$ cat src/rtl/calc_key_entry_pkg.sv
// Shared key codes, FSM states and sizing for the calculator key-entry block.
// Optional backspace key: CALC_KEY_ENTRY_BACKSPACE_EN.
package calc_pkg;

  localparam int DEF_MAX_DIGITS = 4;

  localparam logic [7:0] KEY_ADD = 8'h61;
  localparam logic [7:0] KEY_SUB = 8'h62;
  localparam logic [7:0] KEY_MUL = 8'h63;
  localparam logic [7:0] KEY_DIV = 8'h64;
  localparam logic [7:0] KEY_EQ  = 8'h65;
  localparam logic [7:0] KEY_CLR = 8'h66;
  localparam logic [7:0] KEY_BS  = 8'h08;
  localparam logic [7:0] KEY_D0  = 8'h30;
  localparam logic [7:0] KEY_D9  = 8'h39;

  typedef enum logic [1:0] {
    S_NUM1,
    S_NUM2,
    S_DONE
  } state_t;

endpackage

$ cat src/rtl/calc_key_entry_if.sv
// Key stream in, assembled expression out.
// master = key source / consumer, slave = calc_key_entry.
interface calc_key_entry_if
  import calc_pkg::*;
#(
  parameter int MAX_DIGITS = DEF_MAX_DIGITS,
  parameter int KEY_W      = 8
);

  localparam int NW = 4 * MAX_DIGITS;
  localparam int CW = $clog2(MAX_DIGITS + 1);

  logic             key_valid;
  logic [KEY_W-1:0] key_code;
  logic [NW-1:0]    reg_num1;
  logic [NW-1:0]    reg_num2;
  logic [CW-1:0]    cnt1;
  logic [CW-1:0]    cnt2;
  logic [7:0]       sym;
  logic             calc_go;
  logic             key_err;

  modport master (
    output key_valid, key_code,
    input  reg_num1, reg_num2, cnt1, cnt2,
    input  sym, calc_go, key_err
  );

  modport slave (
    input  key_valid, key_code,
    output reg_num1, reg_num2, cnt1, cnt2,
    output sym, calc_go, key_err
  );

endinterface

$ cat src/rtl/calc_key_entry_decode.sv
// Combinational key classifier: class flags plus BCD digit value.
// Backspace class only exists with CALC_KEY_ENTRY_BACKSPACE_EN.
module calc_key_decode
  import calc_pkg::*;
#(
  parameter int KEY_W = 8
) (
  input  logic [KEY_W-1:0] key_code,
  output logic             digit,
  output logic             op,
  output logic             eq,
  output logic             clr,
  output logic             bs,
  output logic [3:0]       value
);

  // Classify the key; unknown codes leave every flag low.
  always_comb begin
    digit = (key_code >= KEY_W'(KEY_D0))
         && (key_code <= KEY_W'(KEY_D9));
    op    = (key_code >= KEY_W'(KEY_ADD))
         && (key_code <= KEY_W'(KEY_DIV));
    eq    = (key_code == KEY_W'(KEY_EQ));
    clr   = (key_code == KEY_W'(KEY_CLR));
`ifdef CALC_KEY_ENTRY_BACKSPACE_EN
    bs    = (key_code == KEY_W'(KEY_BS));
`else
    bs    = 1'b0;
`endif
    value = key_code[3:0];
  end

endmodule

$ cat src/rtl/calc_key_entry.sv
// Key-entry sequencer: builds two BCD operands and an operator.
// Backspace support: define CALC_KEY_ENTRY_BACKSPACE_EN.
module calc_key_entry
  import calc_pkg::*;
#(
  parameter int MAX_DIGITS = DEF_MAX_DIGITS,
  parameter int KEY_W      = 8
) (
  input  logic           clk,
  input  logic           rst,
  calc_key_entry_if.slave bus
);

  localparam int NW = 4 * MAX_DIGITS;
  localparam int CW = $clog2(MAX_DIGITS + 1);
  localparam logic [CW-1:0] CMAX = CW'(MAX_DIGITS);
  localparam logic [CW-1:0] ONE  = CW'(1);

  logic       dig;
  logic       op;
  logic       eq;
  logic       clr;
  logic       bs;
  logic [3:0] dval;
  state_t     state;

  calc_key_decode #(.KEY_W(KEY_W)) u_dec (
    .key_code (bus.key_code),
    .digit    (dig),
    .op       (op),
    .eq       (eq),
    .clr      (clr),
    .bs       (bs),
    .value    (dval)
  );

  // Entry FSM; operands, counts, sym and pulses are all registered here.
  always_ff @(posedge clk) begin
    if (rst) begin
      state        <= S_NUM1;
      bus.reg_num1 <= '0;
      bus.reg_num2 <= '0;
      bus.cnt1     <= '0;
      bus.cnt2     <= '0;
      bus.sym      <= '0;
      bus.calc_go  <= 1'b0;
      bus.key_err  <= 1'b0;
    end else begin
      bus.calc_go <= 1'b0;
      bus.key_err <= 1'b0;
      if (bus.key_valid) begin
        unique case (1'b1)
          dig: begin
            unique case (state)
              S_NUM1: begin
                if (bus.cnt1 < CMAX) begin
                  bus.reg_num1 <=
                    {bus.reg_num1[NW-5:0], dval};
                  bus.cnt1 <= bus.cnt1 + ONE;
                end else begin
                  bus.key_err <= 1'b1;
                end
              end
              S_NUM2: begin
                if (bus.cnt2 < CMAX) begin
                  bus.reg_num2 <=
                    {bus.reg_num2[NW-5:0], dval};
                  bus.cnt2 <= bus.cnt2 + ONE;
                end else begin
                  bus.key_err <= 1'b1;
                end
              end
              default: begin
                // New expression starts from this digit.
                bus.reg_num1 <= NW'(dval);
                bus.reg_num2 <= '0;
                bus.cnt1     <= ONE;
                bus.cnt2     <= '0;
                bus.sym      <= '0;
                state        <= S_NUM1;
              end
            endcase
          end
          op: begin
            unique case (state)
              S_NUM1: begin
                if (bus.cnt1 != '0) begin
                  bus.sym <= bus.key_code[7:0];
                  state   <= S_NUM2;
                end else begin
                  bus.key_err <= 1'b1;
                end
              end
              S_NUM2: begin
                if (bus.cnt2 == '0) begin
                  bus.sym <= bus.key_code[7:0];
                end else begin
                  bus.key_err <= 1'b1;
                end
              end
              default: bus.key_err <= 1'b1;
            endcase
          end
          eq: begin
            if (state == S_NUM2 && bus.cnt2 != '0) begin
              state       <= S_DONE;
              bus.calc_go <= 1'b1;
            end else begin
              bus.key_err <= 1'b1;
            end
          end
          clr: begin
            state        <= S_NUM1;
            bus.reg_num1 <= '0;
            bus.reg_num2 <= '0;
            bus.cnt1     <= '0;
            bus.cnt2     <= '0;
            bus.sym      <= '0;
          end
          bs: begin
`ifdef CALC_KEY_ENTRY_BACKSPACE_EN
            unique case (state)
              S_NUM1: begin
                if (bus.cnt1 != '0) begin
                  bus.reg_num1 <=
                    {4'h0, bus.reg_num1[NW-1:4]};
                  bus.cnt1 <= bus.cnt1 - ONE;
                end else begin
                  bus.key_err <= 1'b1;
                end
              end
              S_NUM2: begin
                if (bus.cnt2 != '0) begin
                  bus.reg_num2 <=
                    {4'h0, bus.reg_num2[NW-1:4]};
                  bus.cnt2 <= bus.cnt2 - ONE;
                end else begin
                  // Backing over the operator reopens operand 1.
                  bus.sym <= '0;
                  state   <= S_NUM1;
                end
              end
              default: bus.key_err <= 1'b1;
            endcase
`endif
          end
          default: ;
        endcase
      end
    end
  end

endmodule

$ cat src/flat_wrapper.sv
// flat-port wrapper written by rule: the top's interface ports become plain ports
module calc_key_entry_flat import calc_pkg::*;
#(
  parameter int MAX_DIGITS = DEF_MAX_DIGITS,
  parameter int KEY_W      = 8
)
  (clk, rst, bus_key_valid, bus_key_code, bus_reg_num1, bus_reg_num2, bus_cnt1, bus_cnt2, bus_sym, bus_calc_go, bus_key_err);
  calc_key_entry_if #(.MAX_DIGITS(MAX_DIGITS), .KEY_W(KEY_W)) bus_i ();
  input  logic clk;
  input  logic rst;
  input wire logic [$bits(bus_i.key_valid)-1:0] bus_key_valid;
  input wire logic [$bits(bus_i.key_code)-1:0] bus_key_code;
  output wire logic [$bits(bus_i.reg_num1)-1:0] bus_reg_num1;
  output wire logic [$bits(bus_i.reg_num2)-1:0] bus_reg_num2;
  output wire logic [$bits(bus_i.cnt1)-1:0] bus_cnt1;
  output wire logic [$bits(bus_i.cnt2)-1:0] bus_cnt2;
  output wire logic [$bits(bus_i.sym)-1:0] bus_sym;
  output wire logic [$bits(bus_i.calc_go)-1:0] bus_calc_go;
  output wire logic [$bits(bus_i.key_err)-1:0] bus_key_err;
  assign bus_i.key_valid = bus_key_valid;
  assign bus_i.key_code = bus_key_code;
  assign bus_reg_num1 = bus_i.reg_num1;
  assign bus_reg_num2 = bus_i.reg_num2;
  assign bus_cnt1 = bus_i.cnt1;
  assign bus_cnt2 = bus_i.cnt2;
  assign bus_sym = bus_i.sym;
  assign bus_calc_go = bus_i.calc_go;
  assign bus_key_err = bus_i.key_err;
  calc_key_entry #(.MAX_DIGITS(MAX_DIGITS), .KEY_W(KEY_W)) u_core (.clk(clk), .rst(rst), .bus(bus_i));
endmodule
$ cat config.mk
export PLATFORM = sky130hd
export DESIGN_NAME = calc_key_entry_flat
export DESIGN_NICKNAME = d
export VERILOG_FILES = /design/src/rtl/calc_key_entry_pkg.sv /design/src/rtl/calc_key_entry_if.sv /design/src/rtl/calc_key_entry_decode.sv /design/src/rtl/calc_key_entry.sv /design/src/flat_wrapper.sv
export SDC_FILE = /design/constraint.sdc
export NUM_CORES = 1
export LEC_CHECK = 0
export CORE_MARGIN = 5
export CORE_UTILIZATION = 48
export CTS_BUF_LIST = sky130_fd_sc_hd__clkbuf_4 sky130_fd_sc_hd__clkbuf_8 sky130_fd_sc_hd__clkbuf_16
export DETAILED_ROUTE_END_ITERATION = 10
export PLACE_DENSITY = 0.86
export REMOVE_ABC_BUFFERS = 1
export SYNTH_ARGS = -nofsm -noshare
export SYNTH_HDL_FRONTEND = slang
export SYNTH_HIERARCHICAL = 1
export SYNTH_SLANG_ARGS = --single-unit
$ cat constraint.sdc
create_clock -name clk -period 2.4 [get_ports clk]
set_input_delay 0.6 -clock clk [delete_from_list [all_inputs] [get_ports clk]]
set_output_delay 0.6 -clock clk [all_outputs]
set_load 0.02 [all_outputs]
==> summary.md, run 1 <==
Headroom to the max-slew limit came out at 72.9%. The overall routing resource usage is 18.1%. The number of warnings printed during yosys synthesis was 6. For the sum of net half-perimeters after detailed placement, the log shows 3950 um. Entering global routing, the biggest net connects 19 pins. The clock-pin transition on the worst setup and hold timing paths was 110 ps. The number of antenna diodes in the final layout is 0.

The cell sitting at the root of the clock tree is a clkbuf_8. The final layout contains routed wiring with a total length of 5460 um. For this run, design rule violations remaining after detail routing come to 0.

The number of clock buffers added by TritonCTS is 5. The setup skew after layout came out at 13.3 ps. Of all nets on the critical path, the largest fanout is 3. The tightest min-delay check is of the reg2reg type. In this run the core area contains 24 standard-cell rows. The final standard cell utilization of the core is 71.8%, and the number of detailed-route iterations in the first pass is 4.

The global-route wire length before repair is 9050 um, and the detailed-route wire length per cell is 14.6 um. The classification of the worst setup path was in2reg. The highest ir drop seen on vdd is 0.333 mV.

Walking the worst path, the cells encountered are clkdlybuf4s50_1 -> nor2b_4 -> nand4_1 -> buf_4 -> nor3b_4 -> nor4_2 -> or4_4 -> a221oi_2. The die covers 6050 sq um. The maximum clock insertion buffer count is 2.

The tool flagged a number of max-cap violations equal to 0. During placement, the flow inserted port buffers numbering 58. The final net count is 337.

The run gives 0 as the number of antenna violations at the first check in global routing. The run gives 0 as the number of buffers inserted by hold repair at cts. Counting tap cells, the placed design contains a total of 366 instances. For the pin with the worst max-slew slack, the measured transition is 405 ps. Setup violations remaining at the end of the flow were counted as 0. The count of nets left with antenna violations once routing finished came out at 0. The first routing iteration left 173 violations. The library cells used most frequently in the layout, excluding fill and tap cells, are clkdlybuf4s50_1 (56), dfxtp_1 (50), nand2_1 (38). Synthesis produced 243 cells. The tools report the sort of element at the start of the critical path as an input port. The final number of hold-violating endpoints is 0, and the final number of max-transition violations is 0. Summing over every cut layer, the via total after detailed routing is 2,006. Minimum clock period after layout: 2370 ps. The die is 77.8 um tall. Relative to the synthesized area, the layout overhead comes to 43.6%. Data on the critical path is required at its endpoint by 2620 ps. Static timing analysis puts the maximum clock frequency at 0.422 GHz. After routing, the total negative slack on setup checks comes to 0 ps. The tools report the critical path arrival as 2590 ps.

For this configuration, the core starts out at a cell density of 50.0%. The completed layout was analyzed and its total power is 1.45 mW. Of the cells placed in the final design, the portion with a size suffix greater than 1 is 18.9%. Setup repair after global routing could not meet its margin everywhere.

The tools report the netlist area before placement as 2210 sq um. Stage delay of the slowest cell on the critical path: 490 ps. The via count of the first global-routing pass is 1,957, and the source-to-sink clock delay at the later pin of the worst-skew pair is 310 ps. The number of vias per cell after detailed routing was 5.35.

Average footprint of a synthesized cell: 9.08 sq um. The final period utilization is 98.7%. Leaving out fill and tap cells, the most frequent cell in the layout is clkdlybuf4s50_1. The power density over the cells is 458 nW/um^2.

Cell with the biggest individual delay on the critical path: clkdlybuf4s50_1. Hold is met by 466 ps. The flow ran to the end, and the final reports show no timing, DRC or antenna violations.

Once layout is complete, the cells apart from fillers number 375. The run gives 2 as the maximum level of the CTS H-tree. The core outline area was 4410 sq um; the number of top-level pins was 59. TritonCTS built the clock tree. In this run the static leakage power is 1.21 nW. The horizontal die dimension is 77.8 um, and the remaining global-route overflow is 0. The congestion estimate from routability-driven global placement came to 0.818. STA classifies the critical path endpoint as a flip-flop.

Counting every sink on the clock net gives 50.
-- worst max-delay path, delay by kind of cell --
kind | cells | cell delay [ps]
buffers and inverters | 2 | 680
AND/OR/NAND/NOR | 5 | 1080
AO/OA/AOI/OAI | 1 | 220
-- timing repair --
item | 4_1_cts | 5_1_grt
resized for setup | 0 | 12
setup buffers | 0 | 1
setup endpoints to repair | 0 | 46
-- registers in the layout, summed over array words and instances (netlist names) --
signal / flops
u_core/bus.calc_go: 1
u_core/bus.cnt1: 3
u_core/bus.cnt2: 3
u_core/bus.key_err: 1
u_core/bus.reg_num1: 16
u_core/bus.reg_num2: 16
u_core/bus.sym: 8
u_core/state: 2
-- metrics by stage --
step	cell area (sq um)	setup WS, ps
6_report	3170	30.3
3_3_place_gp	3010	-164
4_1_cts	3110	34.0
5_1_grt	3170	-56.6
3_5_place_dp	3010	-274
2_1_floorplan	2100	-269
-- per-layer routing --
metal | vias up | share of wire, % | GRT usage [%]
met1 | 946 | 46 | 23.0
met4 | 0 | 0.86 | 6.36
met5 | - | 0 | 0
met3 | 2 | 4.8 | 4.51
li1 | 1007 | - | -
met2 | 51 | 48 | 29.6
-- worst paths after layout --
kind | startpoint | end | slack, ps | depth (start not counted)
worst min-delay path | u_core/bus.reg_num1[14]$_SDFFE_PP0P_ | u_core/bus.reg_num1[14]$_SDFFE_PP0P_ | 470 | 2
worst max-delay path | bus_key_code[7] | u_core/state[1]$_SDFFE_PP0P_ | 30 | 8
worst min register to register | u_core/bus.reg_num1[14]$_SDFFE_PP0P_ | u_core/bus.reg_num1[14]$_SDFFE_PP0P_ | 470 | 2
worst max register to register | u_core/bus.cnt1[0]$_SDFFE_PP0P_ | u_core/bus.key_err$_SDFF_PP0_ | 630 | 6
-- power by group --
| part | total [mW] | internal (mW) | switching [mW] |
|---|---|---|---|
| Sequential | 0.832 | 0.830 | 0.00132 |
| Clock | 0.518 | 0.216 | 0.302 |
| Combinational | 0.102 | 0.0491 | 0.0528 |
| Total | 1.45 | 1.10 | 0.356 |
-- area by class of cell --
type                            instances  area (sq um)
Clock buffer                            5          68.8
Clock inverter                          3          28.8
Fill cell                             321          1250
Inverter                                8          30.0
Multi-Input combinational cell        167          1120
Sequential cell                        50          1000
Tap cell                               52          65.1
Timing Repair Buffer                   90           851
(Power assumes the default switching activity.)
==> run 2, diff against run 1 <==
--- a/config.mk
+++ b/config.mk
@@ -6,11 +6,13 @@
 export NUM_CORES = 1
 export LEC_CHECK = 0
 export CORE_MARGIN = 5
-export CORE_UTILIZATION = 48
+export CORE_UTILIZATION = 62
 export CTS_BUF_LIST = sky130_fd_sc_hd__clkbuf_4 sky130_fd_sc_hd__clkbuf_8 sky130_fd_sc_hd__clkbuf_16
 export DETAILED_ROUTE_END_ITERATION = 10
-export PLACE_DENSITY = 0.86
+export DONT_BUFFER_PORTS = 1
+export PLACE_DENSITY = 0.85
 export REMOVE_ABC_BUFFERS = 1
+export SKIP_CTS_REPAIR_TIMING = 1
 export SYNTH_ARGS = -nofsm -noshare
 export SYNTH_HDL_FRONTEND = slang
 export SYNTH_HIERARCHICAL = 1
==> run 2 against run 1 <==
Against the previous run: flip-flop and latch count is the same; critical endpoint is now u_core/bus.reg_num2[11]$_SDFFE_PP0P_; first-iteration DRC count fell by 12%; power down 4.3%; non-clock buffer count decreased by 81; largest cell class unchanged; register-to-register slack got worse by 220 ps; routed wire length shrank 18%.
==> summary.md, run 2 (synthesis gave the netlist of run 1 again) <==
The run finished with clean final reports. The maximum level of the CTS H-tree came out at 2. The clock period could shrink to 2000 ps. The run gives 410 ps as the worst-case register-to-register setup slack. For the proportion of power drawn by combinational gates, the log shows 2.7%. Hold-critical path endpoint: u_core/bus.reg_num1[1]$_SDFFE_PP0P_. In the layout the commonest cells are dfxtp_1 (50), nand2_1 (38), a21oi_1 (27).

The first routing iteration left 153 violations. In this run the horizontal extent of the chip is 69.6 um. Wires add up to 4500 um. The diode insertion count for antenna repair is 0. The type of destination of the critical path was a flip-flop.

The capturing point of the worst reg2reg path was u_core/bus.sym[6]$_SDFFE_PP0P_. The tree is rooted in a clkbuf_4. Cells fill 68.5% of the core in the end.

Leaving out filler cells and counting taps, the final layout contains 288. Setup violations remaining at the end of the flow were counted as 0. The power density over the cells works out to 598 nW/um^2.

Setup skew after layout: 10.3 ps. Global routing used 18.7% of the available tracks. Global routing finished with a remaining overflow of 0.

In this run the worst hold path is classified as in2reg. Counting the buffers created by CTS gives 5. The number of vias per cell after detailed routing works out to 5.82.

The tools report the maximum clock insertion buffer count as 2. The critical path arrival is 2280 ps, and the count of buffers inserted at the top-level ports is 0. TritonCTS built the clock tree.

The classification of the worst setup path is in2reg. The count of cells along the worst hold path is 1, and the layout filler cell count is 254. The final number of hold-violating endpoints is 0.

Across the VDD grid, the largest voltage drop is 0.586 mV. 59 I/O pins were placed. The total of max-cap violations was 0. The post-detailed-route DRC marker count is 0.

The number of nets with antenna violations after detailed routing was 0; the sum of net half-perimeters after detailed placement was 3120 um. The via count of the first global-routing pass came out at 1,490. The clock network burns 37.2% of the power. Along the worst path, the maximum fanout reaches 16. The first global-routing pass estimated 7610 um of wire. For the final number of max-transition violations, the log shows 0. Clock-pin slew was measured on the worst setup and hold paths at 140 ps. The post-layout total power was 1.39 mW; the number of instances in the placed design was 280. Die span in y: 69.6 um.

The tools report the sort of element at the start of the critical path as an input port. The sequential cells in the finished layout cover a total of 1000 sq um. The first detailed-routing pass ran for 4 iterations.

For this configuration, the core starts out at a cell density of 65.1%. The run gives 0 as the number of antenna violations at the first check in global routing. The number of cell instances on the worst register-to-register path came out at 6.

The worst-case setup margin in the final layout is 397 ps. The required time of the worst setup path is 2680 ps, and the weighted congestion at the end of routability-driven global placement is 0.835. The library cell used most frequently in the layout, excluding fill and tap cells, is dfxtp_1. Relative to the synthesized area, the layout overhead comes to 5.28%.

Entering global routing, the biggest net connects 33 pins. The power share of the sequential group is 60.1%. In this run the tightest slew margin relative to its limit is 39.1%. The tools report the core outline area as 3390 sq um. The number of vias in the routed layout is 1,675.

The tools report the launch instance of the worst min-delay path as rst. In the final routed layout, each cell accounts on average for 15.6 um. The highest attainable clock frequency was 0.499 GHz; the internal cell power was 1.10 mW. Startpoint of the worst-slack reg-to-reg timing path: u_core/bus.cnt1[0]$_SDFFE_PP0P_.

The tools report the combined area of the multi-input logic cells as 1080 sq um. Clock tree synthesis found a total of 50 sinks. The final net count is 256. For the worst-skew pair, the clock arrives at the later sink with an insertion delay of 350 ps. Setup repair after global routing left no endpoint under its margin. Cells with a size suffix above 1 make up 12.8% of the layout. Tracing the worst setup path back leads to its startpoint at bus_key_code[4].

After floorplanning, the core was divided into 21 placement rows. In this run switching power makes up 20.9% of total power. The final-layout setup total negative slack came out at 0 ps. For the worst setup slack after placement, the log shows 90.5 ps. For the pin with the worst max-slew slack, the measured transition is 913 ps. The final critical path takes up 83.4% of the cycle. In the final layout, the registers with the most flip-flops are u_core/bus.reg_num1 x16, u_core/bus.reg_num2 x16, u_core/bus.sym x8. The leakage power figure was 0.859 nW.

The power dissipated by switching net loads is 0.290 mW, and the area of the die is 4850 sq um.
run 2: worst max-delay path by stage:
| stage | cells past startpoint | slack, ps | end |
|---|---|---|---|
| 2_1_floorplan | 7 | -270 | u_core/bus.reg_num2[10]$_SDFFE_PP0P_ |
| 3_3_place_gp | 7 | 110 | u_core/bus.reg_num1[1]$_SDFFE_PP0P_ |
| 3_5_place_dp | 7 | 90 | u_core/state[0]$_SDFFE_PP0P_ |
| 4_1_cts | 6 | 370 | u_core/bus.sym[6]$_SDFFE_PP0P_ |
| 5_1_grt | 6 | 180 | u_core/bus.sym[3]$_SDFFE_PP0P_ |
| 6_report | 7 | 400 | u_core/bus.reg_num2[11]$_SDFFE_PP0P_ |
run 2: per-stage QoR:
stage          hold slack (ps)  area [sq um]
2_1_floorplan              506          2100
3_3_place_gp               544          2230
3_5_place_dp               551          2230
4_1_cts                    267          2320
5_1_grt                    245          2320
6_report                   294          2320
run 2: metal layers:
metal  wire length (um)  share of wire, %  GRT usage [%]  vias up
li1                   -                 -              -      850
met1               2000                44           25.4      763
met2               2100                47           28.4       60
met3                379               8.4           6.96        2
met4                 18              0.40           4.04        0
met5                  0                 0              0        -
run 2: power groups by stage:
stage / registers [mW] / clock network, mW / logic (mW)
floorplan: 0.852 / 0 / 0.0281
global placement: 0.853 / 0 / 0.0366
detailed placement: 0.853 / 0 / 0.0372
CTS: 0.835 / 0.529 / 0.0375
global route: 0.836 / 0.567 / 0.0419
finish: 0.835 / 0.517 / 0.0379
run 2: area by class of cell:
class | instances | share of cell area, %
Sequential cell | 50 | 43.1
Tap cell | 46 | 2.48
Multi-Input combinational cell | 167 | 46.3
Inverter | 8 | 1.29
Clock buffer | 6 | 2.21
Timing Repair Buffer | 9 | 2.91
Clock inverter | 2 | 1.67
run 2: critical path, cell delays in order:
cell and delay (ps):
nor2_1 130, nand4_1 130, nor3b_1 400, o21ai_1 200, o21bai_2 450, mux2i_1 200
nor3_1 160
==> run 3, diff against run 2 <==
==> constraint.sdc (replaced) <==
create_clock -name clk -period 1.9 [get_ports clk]
set_input_delay 0.475 -clock clk [delete_from_list [all_inputs] [get_ports clk]]
set_output_delay 0.475 -clock clk [all_outputs]
set_load 0.02 [all_outputs]
==> run 3 against run 2 <==
Against the previous run: die area did not move; setup slack worse by 200 ps; cell area grew 4.1%; flip-flop and latch count unchanged; first-iteration DRC count fell by 12%; register-to-register slack got worse by 220 ps; core utilization grew 2.8 points; sequential power grew 26%; global-route usage is 0.75 points higher; critical path depth is 3 lower; sequential share of layout area decreased by 1.7 points; non-clock buffer count grew 10; critical path type is now reg2reg; largest power group unchanged.
==> summary.md, run 3 (synthesis gave the netlist of run 1 again) <==
Sequential cells account for 60.4% of the total power. The layout cell share with drive strength beyond 1 is 16.3%. Capturing point of the worst reg2reg path: u_core/state[0]$_SDFFE_PP0P_. The area growth from synthesis to layout is 9.64%. TritonCTS built the clock tree. Once the floorplan was initialized, standard cells occupied 65.1% of the core.

The tools report the type of destination of the critical path as a flip-flop. In this run the number of H-tree levels came out at 2. After detailed routing, the number of vias per cell comes to 5.82. Summed over all nets, the switching power comes to 0.381 mW. The logs give 1000 sq um for the area used by sequential logic in the layout and 2210 ps for the required time of the worst setup path. Across all register-to-register paths, the minimum setup slack is 190 ps. At the pin with the least slew margin, the transition time is 528 ps.

The floorplan step defined a die boundary enclosing 4850 sq um. The tools report the via count of the first global-routing pass as 1,639. The run gives 7860 um as the global-route wire length before repair.

Setup repair after global routing left no endpoint under its margin. At the later pin of the worst-skew pair, clock insertion delay measures 370 ps. After routing the design area is 2420 sq um. Once placement finished, the instance area stood at 2330 sq um. On the critical path, the stage with the largest delay is an instance of a2111oi_0.

The horizontal die dimension was 69.6 um; the largest driver fanout on the critical path was 10. The number of clock buffers added by TritonCTS is 5. In this run the critical register-to-register path is launched from u_core/state[0]$_SDFFE_PP0P_. Hold-critical path endpoint: u_core/state[1]$_SDFFE_PP0P_.

Power spread over the standard cell area amounts to 720 nW/um^2. The routed layout has 1,733 vias. The library cells used most frequently in the layout, excluding fill and tap cells, are dfxtp_1 (50), nand2_1 (38), a21oi_1 (27). The remaining global-route overflow is 0, and the leakage power figure is 0.920 nW. The run finished with clean final reports.

The count of buffers added on input and output ports is 0. Setup violations remaining at the end of the flow were counted as 0. Data on the critical path arrives at its endpoint at 2020 ps.

The tools report the number of antenna violations at the first check in global routing as 0. The worst slew margin relative to its limit is 63.9%, and the post-detailed-route DRC marker count is 0. The commonest non-fill, non-tap cell in the layout was dfxtp_1.

After floorplanning, the core was sized to cover 3390 sq um. The internal cell power was 1.36 mW; the weighted congestion at the end of routability-driven global placement was 0.846. STA classifies the critical path startpoint as a flip-flop. The die span in y came out at 69.6 um. The number of sinks on the clock net came out at 50.

After clock tree synthesis, the clock-pin slew on the worst setup and hold paths is 150 ps. The final number of max-transition violations was 0; the detailed-route wire length per cell was 15.6 um. The first routing iteration left 134 violations. IR analysis of the VDD net gives a maximum drop of 0.469 mV.

In this run the remaining antenna-violating nets after routing total 0. The count of cells along the worst hold path is 1, and the switching power share of the total is 21.9%. The number of detailed-route iterations in the first pass was 4. The min-delay analysis places its worst path in the category in2reg. The number of cell instances on the worst register-to-register path is 4. The clock network accounts for 36.4% of the total power. Including well taps, the total number of placed cells is 290. The worst path uses 89.7% of the clock period.

The number of placement rows was 21; the maximum clock insertion buffer count was 2. Max-cap violations in this run came to 0. The largest registers in the layout are u_core/bus.reg_num1 x16, u_core/bus.reg_num2 x16, u_core/bus.sym x8. The launch instance of the worst min-delay path was rst. The routed design could run at a clock period as short as 1710 ps. Stage delay of the slowest cell on the critical path: 550 ps. The signal on the critical path passes through and2b_4 -> nand2_2 -> a2111oi_0 -> mux2i_1. Combinational logic burns 3.1% of the power. For the final routed database, the setup TNS stands at 0 ps. CTS placed an instance of clkbuf_4 at the clock tree root.

The multi-input combinational cells in the finished layout cover a total of 1080 sq um. For this run, the number of standard cells in the final layout without fillers is 298. 0 antenna diodes ended up in the layout. The pin count of the biggest net entering global routing was 33; the final net count was 266. For the highest attainable clock frequency, the log shows 0.586 GHz.

Cells fill 71.4% of the core in the end. The post-detailed-routing wire length was 4660 um. The final number of hold-violating endpoints was 0.

The logs give 19.4% for the overall routing resource usage and 271 for the layout filler cell count. The critical path is of the reg2reg type. The worst hold slack after final layout was 154 ps; the setup skew after layout was 10.1 ps. Once detailed placement completed, the half-perimeter wirelength came to 3310 um. 59 I/O pins were placed.
-- run 3: changes by cell type in the layout (fill, tap and decap cells not counted) --
cell        change
buf_4           +8
buf_12          +2
clkbuf_8        -1
clkinvlp_4      +1
inv_6           -1
inv_8           +1
-- run 3: critical path, delay by kind of cell, from the launching register on --
family             cells  cell delay [ps]
AOI/OAI and AO/OA      1              550
DFF                    1              530
and+or+nand+nor        2              340
muxes                  1              230
-- run 3: layer usage --
layer / wire length (um) / share of wire [%] / global-route usage, % / vias up
met4: 46 / 0.99 / 6.81 / 0
met5: 0 / 0 / 0 / -
met3: 379 / 8.1 / 7.83 / 6
met1: 1980 / 43 / 22.8 / 798
li1: - / - / - / 872
met2: 2250 / 48 / 32.1 / 57
-- run 3: worst max path at each step --
stage | cells past startpoint | to | slack (ps) | start
final | 4 | u_core/state[0]$_SDFFE_PP0P_ | 190 | u_core/state[0]$_SDFFE_PP0P_
after global routing | 4 | u_core/state[0]$_SDFFE_PP0P_ | 10 | u_core/state[0]$_SDFFE_PP0P_
after CTS | 4 | u_core/state[0]$_SDFFE_PP0P_ | 200 | u_core/state[0]$_SDFFE_PP0P_
after detailed placement | 6 | u_core/state[0]$_SDFFE_PP0P_ | -150 | bus_key_code[6]
after global placement | 6 | u_core/state[0]$_SDFFE_PP0P_ | -60 | bus_key_code[6]
after floorplan | 7 | u_core/bus.reg_num2[10]$_SDFFE_PP0P_ | -640 | bus_key_code[4]
-- run 3: cell type report --
type | instances | share of cell area, %
clock buffers | 5 | 1.55
clock inverters | 3 | 2.02
inverters | 8 | 1.24
multi-input cells | 167 | 44.5
flip-flops and latches | 50 | 41.4
well taps | 46 | 2.38
repair buffers | 19 | 6.93
-- run 3: power by group through the flow --
stage	registers, mW	logic, mW	clock network, mW
5_1_grt	1.05	0.0590	0.706
4_1_cts	1.05	0.0543	0.658
6_report	1.05	0.0547	0.634
3_5_place_dp	1.08	0.0540	0
2_1_floorplan	1.08	0.0355	0
3_3_place_gp	1.08	0.0531	0
-- run 3: per-stage QoR --
stage	setup WS, ps	power (mW)
final	195	1.74
after global routing	9.73	1.82
after detailed placement	-154	1.13
after CTS	204	1.77
after global placement	-64.7	1.13
after floorplan	-644	1.11
==> RTL change (flow settings as in run 2) <==
The option `CALC_KEY_ENTRY_BACKSPACE_EN` is turned on by a define.
--- a/src/rtl/calc_key_entry_decode.sv
+++ b/src/rtl/calc_key_entry_decode.sv
@@ -1,4 +1,6 @@
 // Combinational key classifier: class flags plus BCD digit value.
 // Backspace class only exists with CALC_KEY_ENTRY_BACKSPACE_EN.
+`define CALC_KEY_ENTRY_BACKSPACE_EN
+
 module calc_key_decode
   import calc_pkg::*;
Function: changed (a bounded check fails within 4 cycles, from zero or initial values and one cycle with rst high).
==> RTL change against run 2 <==
  * Setup slack got worse by 0.27 ns
  * Via count rose by 54%
  * Maximum frequency shrank 12%
  * Area after synthesis grew 30%
  * Clock skew increased by 0.00087 ns
  * Critical path depth did not move
  * Clock power decreased by 1%
  * Power rose by 4.0%
  * Design area up 32%
  * Routed wire length up 58%
  * Largest power group unchanged
  * Hold slack improved by 0.051 ns
  * Sequential cell count unchanged
==> RTL change: results (changes against run 2) <==
Critical path
  • CP arrival: 2.51 ns (was 2.28 ns)
  • CP max FO: 8 (was 16)
  • FF-to-FF setup slack: 0.25 ns (was 0.41 ns)
  • Max stage delay on crit path: 0.52 ns (was 0.45 ns)
  • CP max stage cell: or4b_4 (was o21bai_2)
  • CP delay by family, top: simple AND/OR/NAND/NOR gates (unchanged)

Place
  • IO Port Bufs: 0 (unchanged)
  • Dpl ws: -0.3091 ns (was 0.09048 ns)
  • DP Wirelength: 4884 um (was 3123 um)
  • GP Congestion: 0.8851 (was 0.8352)
  • Placed cell areas: 2950 sq um (was 2232 sq um)

Synth
  • Top area cells in the synthesized netlist: dfxtp_1, a21oi_1, a211oi_1, a22oi_1, ha_1
  • Predominant post-synthesis flop cell: dfxtp_1
  • Post-synth top cells: dfxtp_1, a21oi_1, a211oi_1
  • Asr flop ratio synth: 0%
  • Syn. warnings: 6 (unchanged)
  • Synth unique cells: 55
  • Register area share after synthesis: 34.97%

Final layout
  • Top Registers: u_core/bus.reg_num1 x16, u_core/bus.reg_num2 x16, u_core/bus.sym x8 (unchanged)
  • # diodes: 0 (unchanged)
  • Ratio of cells with drive above 1 in the final layout: 16.36% (was 12.81%)
  • NumNets Final: 346 (was 256)
  • Fillers: 359 (was 254)

Route
  • Met2 wire len: 3455 um (was 2101 um)
  • Vias post-DR: 2,585 (was 1,675)
  • Final wirelength: 7122 um (was 4497 um)
  • Detailed Route Iter0 Violations: 135 (was 153)
  • Wire length on met1: 3041 um (was 1998 um)
  • DR top layer: met4 (unchanged)
  • Detailed Routing Iterations Pass 1: 5 (was 4)
  • Met3 wire len: 549 um (was 379 um)

Clock network
  • CTS Buffer Depth: 2 (unchanged)
  • Clock latency on the worst-skew pair: 0.32 ns (was 0.35 ns)
  • Htree depth: 2 (unchanged)
  • CTS root buf: clkbuf_8 (was clkbuf_4)
  • CTS buffer count: 5 (unchanged)
  • Clk pin slew, worst setup/hold paths: 0.09 ns (was 0.14 ns)

Global routing
  • First-pass GRT wire length: 12,050 um (was 7610 um)
  • Largest net degree at the start of global routing: 52 (was 33)
  • GRT Overall Usage: 23.56% (was 18.70%)
  • Vias in the first global route: 2,474 (was 1,490)
  • Antenna violations before repair: 0 (unchanged)

Worst hold path
  • Hold WC Path Type: primary input to register (unchanged)

Power and ir drop
  • Max VDD drop: 302.7 uV (was 586.4 uV)
  • Leak: 0.9576 nW (was 0.8592 nW)

Timing
  • Tmin final: 2.268 ns (was 2.003 ns)
  • Skew final: 0.01121 ns (was 0.01034 ns)
  • Slew HR: 41.89% (was 39.12%)

Status
  • Outcome: finished clean (unchanged)
-- RTL change: logic make-up (layout without fill, tap and decap cells) --
logic type	after synthesis	in the layout	synth area share, %
AOI/OAI and AO/OA	134	134	31.56
adders and majority gates	6	6	2.622
buffers and inverters	48	51	8.654
DFF	50	50	34.97
muxes	5	5	1.748
and+or+nand+nor	84	84	20.46
-- RTL change: layout make-up --
cell class | count | area share [%]
clock buffers | 5 | 2.250
clock inverters | 3 | 0.7774
inverters | 17 | 2.087
multi-input cells | 229 | 52.82
flip-flops and latches | 50 | 32.73
well taps | 52 | 2.128
repair buffers | 26 | 7.201
-- RTL change: layer usage --
layer	vias up	track usage, %
li1	1239	-
met1	1259	30.56
met2	79	37.48
met3	8	7.292
met4	0	7.432
met5	-	0
-- RTL change: worst paths after layout --
path | start | to | depth (start not counted)
setup / recovery | bus_key_code[7] | u_core/bus.sym[0] | 7
hold / removal | rst | u_core/bus.sym[7] | 1
setup reg to reg | u_core/bus.cnt2[0] | u_core/bus.sym[0] | 7
hold reg to reg | u_core/bus.cnt1[0] | u_core/bus.cnt1[0] | 2
-- RTL change: where the power goes --
| group | internal [mW] | leakage (nW) | switching [mW] | total [mW] |
|---|---|---|---|---|
| clock | 0.209 | 0.0408 | 0.303 | 0.512 |
| combinational | 0.0342 | 0.514 | 0.0412 | 0.0754 |
| sequential | 0.838 | 0.403 | 0.0201 | 0.858 |
-- RTL change: per-stage QoR --
step / hold WS [ns] / util (%) / power (mW) / std cells / setup TNS [ns]
after floorplan: 0.5449 / - / 0.9288 / 296 / -30.47
after global routing: 0.3342 / 69.27 / 1.492 / 382 / 0
after CTS: 0.3376 / 68.93 / 1.454 / 380 / 0
after detailed placement: 0.5407 / 66.84 / 0.9524 / 372 / -0.9336
final: 0.3449 / 69.27 / 1.446 / 382 / 0
after global placement: 0.5357 / 66.84 / 0.9501 / 372 / -0.5071
-- RTL change: worst register-to-register path, cell delays in order, from the launching register on --
cell and delay [ns]:
dfxtp_1 0.42, inv_1 0.14, ha_1 0.25, nand2b_4 0.08
a2111oi_4 0.37, buf_4 0.20, or3b_2 0.44, a31oi_1 0.17
